==> src/rtl/pq_autotest.sv <==
`default_nettype none
// +--------------------------------------------------------------------------+
// | pq_autotest : built-in self test for a priority queue. The queue is      |
// | flushed, filled with LFSR keys and drained, and the drain order and the  |
// | {key,value} integrity are checked.                                       |
// | Optional first-error log enabled by macro PQ_AUTOTEST_ERRLOG_EN.         |
// | Revision: 1.0 - initial release                                          |
// +--------------------------------------------------------------------------+
module pq_autotest #(
    parameter int KW        = 8,
    parameter int NUM_ITEMS = 16,
    parameter int SEED      = 1,
    parameter int ORDER_MAX = 0
) (
    input  logic            clk,
    input  logic            rst,
    input  logic            start,
    input  logic            pq_full,
    input  logic            pq_empty,
    input  logic            pq_busy,
    input  logic [2*KW-1:0] pq_kvo,
    output logic            pq_enq,
    output logic            pq_deq,
    output logic [2*KW-1:0] pq_kvi,
    output logic            sig_idle,
    output logic            sig_flush,
    output logic            sig_fill,
    output logic            sig_drain,
    output logic            sig_done,
    output logic            pass,
    output logic [7:0]      err_count,
    output logic [7:0]      fill_count
`ifdef PQ_AUTOTEST_ERRLOG_EN
    ,
    output logic [7:0]      err_index,
    output logic [KW-1:0]   err_key
`endif
);

    typedef enum logic [4:0] {
        S_IDLE  = 5'b00001,
        S_FLUSH = 5'b00010,
        S_FILL  = 5'b00100,
        S_DRAIN = 5'b01000,
        S_DONE  = 5'b10000
    } state_t;

    localparam logic [7:0]    N_ITEMS   = 8'(NUM_ITEMS);
    localparam logic [KW-1:0] LFSR_SEED = KW'(SEED);

    state_t        state_q;
    logic [KW-1:0] lfsr_q;
    logic [KW-1:0] lfsr_d;
    logic [7:0]    err_count_q;
    logic [7:0]    err_count_d;
    logic [7:0]    fill_count_q;
    logic [7:0]    drain_cnt_q;
    logic [KW-1:0] prev_key_q;
    logic          pass_q;
`ifdef PQ_AUTOTEST_ERRLOG_EN
    logic [7:0]    err_index_q;
    logic [KW-1:0] err_key_q;
`endif

    logic [KW-1:0] head_key;
    logic [KW-1:0] head_val;
    logic          head_ok;
    logic          drain_more;
    logic          drain_fire;
    logic          underrun;
    logic          order_err;
    logic          integ_err;
    logic [1:0]    fail_inc;
    logic [8:0]    err_sum;

    assign head_key   = pq_kvo[2*KW-1:KW];
    assign head_val   = pq_kvo[KW-1:0];
    assign head_ok    = !pq_empty && !pq_busy;
    assign drain_more = (drain_cnt_q != fill_count_q);
    assign drain_fire = rst && (state_q == S_DRAIN) && head_ok && drain_more;
    assign underrun   = (state_q == S_DRAIN) && pq_empty && !pq_busy && drain_more;

    // The first drained key has no predecessor and is exempt from the order check
    assign order_err = (drain_cnt_q != 8'd0) &&
                       ((ORDER_MAX != 0) ? (head_key > prev_key_q) : (head_key < prev_key_q));
    assign integ_err = (head_key != head_val);

    always_comb begin
        fail_inc = 2'd0;
        if (drain_fire) begin
            fail_inc = {1'b0, order_err} + {1'b0, integ_err};
        end else if (underrun) begin
            fail_inc = 2'd1;
        end
    end

    assign err_sum     = {1'b0, err_count_q} + {7'd0, fail_inc};
    assign err_count_d = err_sum[8] ? 8'hFF : err_sum[7:0];

    generate
        if (KW == 16) begin : g_taps16
            assign lfsr_d = {lfsr_q[KW-2:0], lfsr_q[15] ^ lfsr_q[14] ^ lfsr_q[12] ^ lfsr_q[3]};
        end else begin : g_taps8
            assign lfsr_d = {lfsr_q[KW-2:0], lfsr_q[7] ^ lfsr_q[5] ^ lfsr_q[4] ^ lfsr_q[3]};
        end
    endgenerate

    // Strobes are held low during reset so an abandoned run cannot pop an extra entry
    assign pq_enq = rst && (state_q == S_FILL) && !pq_full && !pq_busy &&
                    (fill_count_q != N_ITEMS);
    assign pq_deq = rst && head_ok &&
                    ((state_q == S_FLUSH) || ((state_q == S_DRAIN) && drain_more));
    assign pq_kvi = {lfsr_q, lfsr_q};

    always_ff @(posedge clk) begin
        if (!rst) begin
            state_q      <= S_IDLE;
            lfsr_q       <= LFSR_SEED;
            err_count_q  <= 8'd0;
            fill_count_q <= 8'd0;
            drain_cnt_q  <= 8'd0;
            prev_key_q   <= '0;
            pass_q       <= 1'b0;
`ifdef PQ_AUTOTEST_ERRLOG_EN
            err_index_q  <= 8'd0;
            err_key_q    <= '0;
`endif
        end else begin
            case (state_q)
                S_IDLE: begin
                    if (start) state_q <= S_FLUSH;
                end
                S_FLUSH: begin
                    err_count_q  <= 8'd0;
                    fill_count_q <= 8'd0;
                    drain_cnt_q  <= 8'd0;
                    prev_key_q   <= '0;
                    lfsr_q       <= LFSR_SEED;
                    pass_q       <= 1'b0;
`ifdef PQ_AUTOTEST_ERRLOG_EN
                    err_index_q  <= 8'd0;
                    err_key_q    <= '0;
`endif
                    if (pq_empty && !pq_busy) state_q <= S_FILL;
                end
                S_FILL: begin
                    if (fill_count_q == N_ITEMS) begin
                        state_q <= S_DRAIN;
                    end else if (!pq_busy) begin
                        if (pq_full) begin
                            state_q <= S_DRAIN;
                        end else begin
                            lfsr_q       <= lfsr_d;
                            fill_count_q <= fill_count_q + 8'd1;
                            if (fill_count_q + 8'd1 == N_ITEMS) state_q <= S_DRAIN;
                        end
                    end
                end
                S_DRAIN: begin
                    err_count_q <= err_count_d;
`ifdef PQ_AUTOTEST_ERRLOG_EN
                    if ((err_count_q == 8'd0) && (fail_inc != 2'd0)) begin
                        err_index_q <= drain_cnt_q;
                        err_key_q   <= drain_fire ? head_key : '0;
                    end
`endif
                    if (!drain_more) begin
                        state_q <= S_DONE;
                        pass_q  <= (err_count_q == 8'd0);
                    end else if (underrun) begin
                        state_q <= S_DONE;
                        pass_q  <= 1'b0;
                    end else if (drain_fire) begin
                        drain_cnt_q <= drain_cnt_q + 8'd1;
                        prev_key_q  <= head_key;
                        if (drain_cnt_q + 8'd1 == fill_count_q) begin
                            state_q <= S_DONE;
                            pass_q  <= (err_count_d == 8'd0);
                        end
                    end
                end
                S_DONE: begin
                    if (!start) begin
                        state_q <= S_IDLE;
                        pass_q  <= 1'b0;
                    end
                end
                default: state_q <= S_IDLE;
            endcase
        end
    end

    assign sig_idle   = (state_q == S_IDLE);
    assign sig_flush  = (state_q == S_FLUSH);
    assign sig_fill   = (state_q == S_FILL);
    assign sig_drain  = (state_q == S_DRAIN);
    assign sig_done   = (state_q == S_DONE);
    assign pass       = pass_q;
    assign err_count  = err_count_q;
    assign fill_count = fill_count_q;
`ifdef PQ_AUTOTEST_ERRLOG_EN
    assign err_index  = err_index_q;
    assign err_key    = err_key_q;
`endif

endmodule
`default_nettype wire

==> config.mk <==
export PLATFORM = sky130hd
export DESIGN_NAME = pq_autotest
export DESIGN_NICKNAME = d
export VERILOG_FILES = /design/src/rtl/pq_autotest.sv
export SDC_FILE = /design/constraint.sdc
export NUM_CORES = 1
export LEC_CHECK = 0
export BUFFER_PORTS_ARGS = -buffer_cell sky130_fd_sc_hd__clkbuf_2
export CAP_MARGIN = 10
export CORE_UTILIZATION = 30
export DETAILED_ROUTE_END_ITERATION = 8
export PLACE_DENSITY = 0.6
export SYNTH_ARGS = -nofsm -noshare
export SYNTH_HDL_FRONTEND = slang
export SYNTH_SLANG_ARGS = --single-unit
==> constraint.sdc <==
create_clock -name clk -period 6.4 [get_ports clk]
set_input_delay 0.32 -clock clk [delete_from_list [all_inputs] [get_ports clk]]
set_output_delay 0.32 -clock clk [all_outputs]
set_load 0.005 [all_outputs]
After elaboration in Yosys (flattened, before gate mapping)
Index checks and enable logic that the tools add are counted.
W data, S select, Z words.
{"block": "word_totals", "reg_bits": 46, "inputBits": 22, "out_inout_bits": 40, "elab_cells": 107}
{"block": "op_classes", "add_sub_neg": 4, "n_lt_le_gt_ge": 1, "eq_ne": 24, "mux": 38, "bitwise_logic": 3, "reduce_logical": 30}
{"op": "$mux W8", "n": 13}
{"op": "$pmux W8 S2", "n": 5}
{"op": "$mux W5", "n": 11}
{"op": "$pmux W5 S5", "n": 1}
{"op": "$add A8 B1 Y8 const B", "n": 2}
{"op": "$eq A8 B5 Y1 const B", "n": 2}
{"op": "$logic_and A1 B1 Y1", "n": 16}
{"op": "$logic_not A8 Y1", "n": 2}
{"op": "$ne A8 B8 Y1", "n": 2}
{"op": "$ne A2 B2 Y1 const B", "n": 6}
{"op": "$ne A4 B2 Y1 const B", "n": 3}
{"op": "$reduce_and A4 Y1", "n": 3}
{"op": "$add A8 B2 Y9", "n": 1}
{"op": "$eq A8 B8 Y1", "n": 1}
{"op": "$lt A8 B8 Y1", "n": 1}
{"op": "$ne A8 B5 Y1 const B", "n": 1}
{"op": "$reduce_bool A8 Y1", "n": 1}
{"op": "$reduce_and A7 Y1", "n": 1}
{"op": "$mux W1", "n": 6}
{"op": "$ne A2 B1 Y1 const B", "n": 3}
{"op": "$eq A5 B1 Y1 const B", "n": 1}
{"op": "$eq A5 B2 Y1 const B", "n": 1}
{"op": "$eq A5 B3 Y1 const B", "n": 1}
{"op": "$eq A5 B4 Y1 const B", "n": 1}
{"op": "10 further kinds", "n": 15}

Logic depth before layout (Yosys ltp)
{"block": "depth", "depth_word": 14, "ltp_mapped": 19, "ltp_nobuf": 19}

Worst setup path after synthesis
OpenSTA, ideal clock, no wires.
{"block": "synth_path", "kind": "register to register", "startpoint": "register prev_key_q[1]", "endpoint": "register pass_q, in the netlist pass", "setup_time_ps": 96, "arrival_ps": 3246, "required_ps": 6304, "setup_slack_ps": 3059, "stages_incl_launch_ff": 20, "path_buffers": 0, "period_less_slack_ps": 3341, "cell_sequence": "dfxtp_1 > inv_1 > ha_1 > a21o_1 > a21o_1 > a211oi_1 > o21bai_1 > a31oi_1 > ha_1 > a21oi_1 > nor3_1 > ha_1 > inv_1 > fa_1 > nand2b_1 > nor2b_1 > a21oi_1 > nor4b_1 > a21oi_1 > o41ai_2"}
{"block": "synth_between", "elab_chain_cells": 12}
{"element": "start, declared", "line": "58", "rtl": "logic [KW-1:0] prev_key_q;"}
{"element": "start signal, assigned", "line": "175", "rtl": "prev_key_q <= head_key;"}
{"element": "$lt A8 B8 Y1", "line": "85", "rtl": "((ORDER_MAX != 0) ? (head_key > prev_key_q) : (head_key < prev_key_q));"}
{"element": "$logic_and A1 B1 Y1", "line": "84", "rtl": "assign order_err = (drain_cnt_q != 8'd0) &&"}
{"element": "$add A1 B1 Y2", "line": "91", "rtl": "fail_inc = {1'b0, order_err} + {1'b0, integ_err};"}
{"element": "$mux W2", "line": "90", "rtl": "if (drain_fire) begin"}
{"element": "$add A8 B2 Y9", "line": "97", "rtl": "assign err_sum = {1'b0, err_count_q} + {7'd0, fail_inc};"}
{"element": "$mux W8", "line": "98", "rtl": "assign err_count_d = err_sum[8] ? 8'hFF : err_sum[7:0];"}
{"element": "$logic_not A8 Y1", "line": "178", "rtl": "pass_q <= (err_count_d == 8'd0);"}
{"element": "$mux W1", "line": "176", "rtl": "if (drain_cnt_q + 8'd1 == fill_count_q) begin"}
{"element": "$mux W1", "line": "173", "rtl": "end else if (drain_fire) begin"}
{"element": "$mux W1", "line": "170", "rtl": "end else if (underrun) begin"}
{"element": "$mux W1", "line": "167", "rtl": "if (!drain_more) begin"}
{"element": "$pmux W1 S3", "line": "129", "rtl": "case (state_q)"}
{"element": "end signal, assigned", "line": "169", "rtl": "pass_q <= (err_count_q == 8'd0);"}
{"element": "end signal, assigned", "line": "178"}
{"element": "end, declared", "line": "59", "rtl": "logic pass_q;"}
Every way passes these cells. The select of a mux whose other input is x is not followed.
A chain may end at the register's enable or synchronous reset.

Worst setup path after layout
{"block": "layout_path", "startpoint": "register prev_key_q[1]", "endpoint": "register err_count_q[1], in the netlist err_count[1]"}
{"block": "layout_between", "elab_chain_cells": 7}
{"element": "$lt A8 B8 Y1", "line": "85"}
{"element": "$logic_and A1 B1 Y1", "line": "84"}
{"element": "$add A1 B1 Y2", "line": "91"}
{"element": "$mux W2", "line": "90"}
{"element": "$add A8 B2 Y9", "line": "97"}
{"element": "$mux W8", "line": "98"}
{"element": "$pmux W8 S2", "line": "129"}
{"element": "end signal, assigned", "line": "160", "rtl": "err_count_q <= err_count_d;"}
{"element": "end, declared", "line": "54", "rtl": "logic [7:0] err_count_q;"}
Every way passes these cells.

==> impl_metrics.tcl <==
set metrics [dict create \
    r2r-start "prev_key_q[1]" \
    wl_per_cell_um 13.0 \
    fp.dieW_um 102 \
    layout_commonest_cell "clkbuf_2" \
    areaGrowthSynthToFinish_pct 15.8 \
    slew_violations 0 \
    vias 2855 \
    outcome "complete, no violations" \
    switchingPower_uw 170 \
    num_rows 36 \
    overflow 0 \
    layout_common_cells "clkbuf_2 (61), dfxtp_1 (46), a21oi_1 (45)" \
    ctsResizeCount 0 \
    syn_area_um2 2990 \
    fin_tns_setup_ns 0 \
    yosysSeqAreaShare_pct 30.8 \
    setup_violations 0 \
    yosys_warnings 0 \
    period_needed_ns 3.74 \
    slew_headroom_pct 41.8 \
    p_comb_share_pct 15.2 \
    seq_power_share_pct 48.8 \
    avgViaCountPerCell 5.04 \
    synthCells 386 \
    holdPathStages 3 \
    cts_tree "done" \
    clk_latency_ns 0.30 \
    synthFlopType "dfxtp_1" \
    grt_pass1_wl_mm 12.1 \
    finalHoldViolations 0 \
    p_sw_share_pct 27.7 \
    peakVddDrop_v 0.0000852 \
    p_int_uw 442 \
    grt_pass1_vias 2523 \
    crit_start "prev_key_q[1]" \
    grt_max_degree 37 \
    worst_slew_pin_slew_ns 0.873 \
    synth_area_per_cell_um2 7.75 \
    wl_mm 7.38 \
    crit_type "reg -> reg" \
    initial_core_util_pct 30.7 \
    numPortBuffers 61 \
    max_freq_mhz 267 \
    diodes 0 \
    pin_count 62 \
    htree_levels 2 \
    floorplan.die.height_um 102 \
    cp_num_cells 17 \
    required_ns 6.62 \
    gp_congestion 0.855 \
    drc 0 \
    max_stage_delay_ns 0.49 \
    clockBufferDepth 2 \
    core_um2 9730 \
    r2r_cells 17 \
    ant_nets 0 \
    track_usage_pct 14.8 \
    maxCapViolations 0 \
    cts_buffers 5 \
    path_delay_family "compound AO/OA/AOI/OAI gates" \
    synth_area_leader_cell "dfxtp_1" \
    dr.first_iter.drc_count 114 \
    post_cts_buffers 0 \
    path_cells "inv_1 > ha_1 > a21o_1 > a21o_1 > a211oi_1 > o21bai_1 > a31oi_1 > ha_1 > a21oi_1 > nor3_1 > ha_1 > inv_1 > fa_1 > nand2b_1 > nor3_1 > nor2_1 > a211oi_1" \
    cp-start-kind "register" \
    clkPwrFrac_pct 36.0 \
    finalCritPeriodShare_pct 58.4 \
    synth_top_cell_area_share_pct 30.8 \
    clkTransAtPathRegs_ns 0.09 \
    synth_nets 423 \
    clock-root-buffer "clkbuf_8" \
    hold_path_startpoint "pq_kvo[10]" \
    finalClockSkew_ns 0.00536 \
    synth_edf_count 0 \
    cp_num_buf_inv 2 \
    p_total_uw 611 \
    layout.nets 470 \
    min_path_type "in -> reg" \
    cp_common_cell "ha_1" \
    rsz0062_at_grt "false" \
    regToRegSetupSlack_ns 2.66 \
    drive_above_1_share_pct 19.1 \
    antenna_found_initial 0 \
    dp_hpwl_mm 5.45 \
    synth-seq-cells 46 \
    cts.sinks 46 \
    dieArea_um2 10400 \
    synthArstFlopShare_pct 0 \
    cpMaxStageDelayCell "nor3_1" \
    cp.arrival_ns 3.96 \
    powerDensity_nw_per_um2 177 \
    holdBufCountCts 0 \
    cp_max_fo 5 \
    first_pass_iters 4 \
    p_leak_uw 0.00137 \
    synth_area_leaders "dfxtp_1 (31%), a21oi_1 (7.5%), ha_1 (5.9%)" \
    synth.distinct_cells 57 \
    endpoint_kind "register" \
]
sequential cells by signal, summed over array words and instances, names as in the netlist:
name	count
drain_cnt_q	8
err_count	8
fill_count	8
lfsr_q	8
pass	1
prev_key_q	8
state_q	5
worst min-delay path, cell delays in order:
cell,delay (ns)
clkbuf_2,0.10
nand2_1,0.05
a21oi_1,0.05
synthesized netlist by cell type, types with 8 or more instances:
cell and count:
dfxtp_1 46, buf_4 8, o21ai_0 20, nand3_1 25, xor2_1 18, nor2_1 31, nand2b_1 10, ha_1 14
nor3_1 15, inv_1 20, clkbuf_1 8, a21oi_1 45, xnor2_1 8, nand2_1 42
cell families after synthesis:
group | share of synthesized area, %
compound gates | 20.1
flops | 30.8
xor+xnor | 7.61
mux | 1.00
buf+inv | 6.94
fa+ha+maj | 6.52
simple gates | 27.0
metrics by stage:
stage          hold WS, ns  utilization [%]  setup WS [ns]  cells  instance area [um2]
2_1_floorplan        0.448                -           3.06    386                 2990
3_3_place_gp         0.454             34.5           2.73    559                 3350
3_5_place_dp         0.461             34.5           2.61    559                 3350
4_1_cts              0.252             35.6           2.65    567                 3460
5_1_grt              0.272             35.6           2.29    567                 3460
6_report             0.268             35.6           2.66    567                 3460
power by group through the flow:
stage | logic (uW) | registers (uW) | clock network, uW
after global placement | 91.6 | 305 | 0
final | 92.9 | 298 | 220
after floorplan | 66.4 | 300 | 0
after CTS | 92.8 | 298 | 229
after global routing | 105 | 300 | 241
after detailed placement | 92.2 | 305 | 0
area by class of cell:
cell class | count | area (um2)
clock buffers | 6 | 72.6
clock inverters | 2 | 37.5
fillers | 1063 | 6270
inverters | 22 | 82.6
multi-input cells | 295 | 1860
flip-flops and latches | 46 | 921
well taps | 133 | 166
repair buffers | 63 | 320
routing by layer:
layer / part of all wire [%] / global-route usage [%] / wire [um]
met5: 0 / 0 / 0
met2: 46 / 25.1 / 3420
met1: 49 / 19.6 / 3580
met3: 4.6 / 2.94 / 337
met4: 0.58 / 2.64 / 43
worst paths after layout:
path,to
setup reg to reg,err_count[1]
hold reg to reg,prev_key_q[2]
hold / removal,prev_key_q[2]
setup / recovery,err_count[1]
Power figures use the tool's default switching activity.
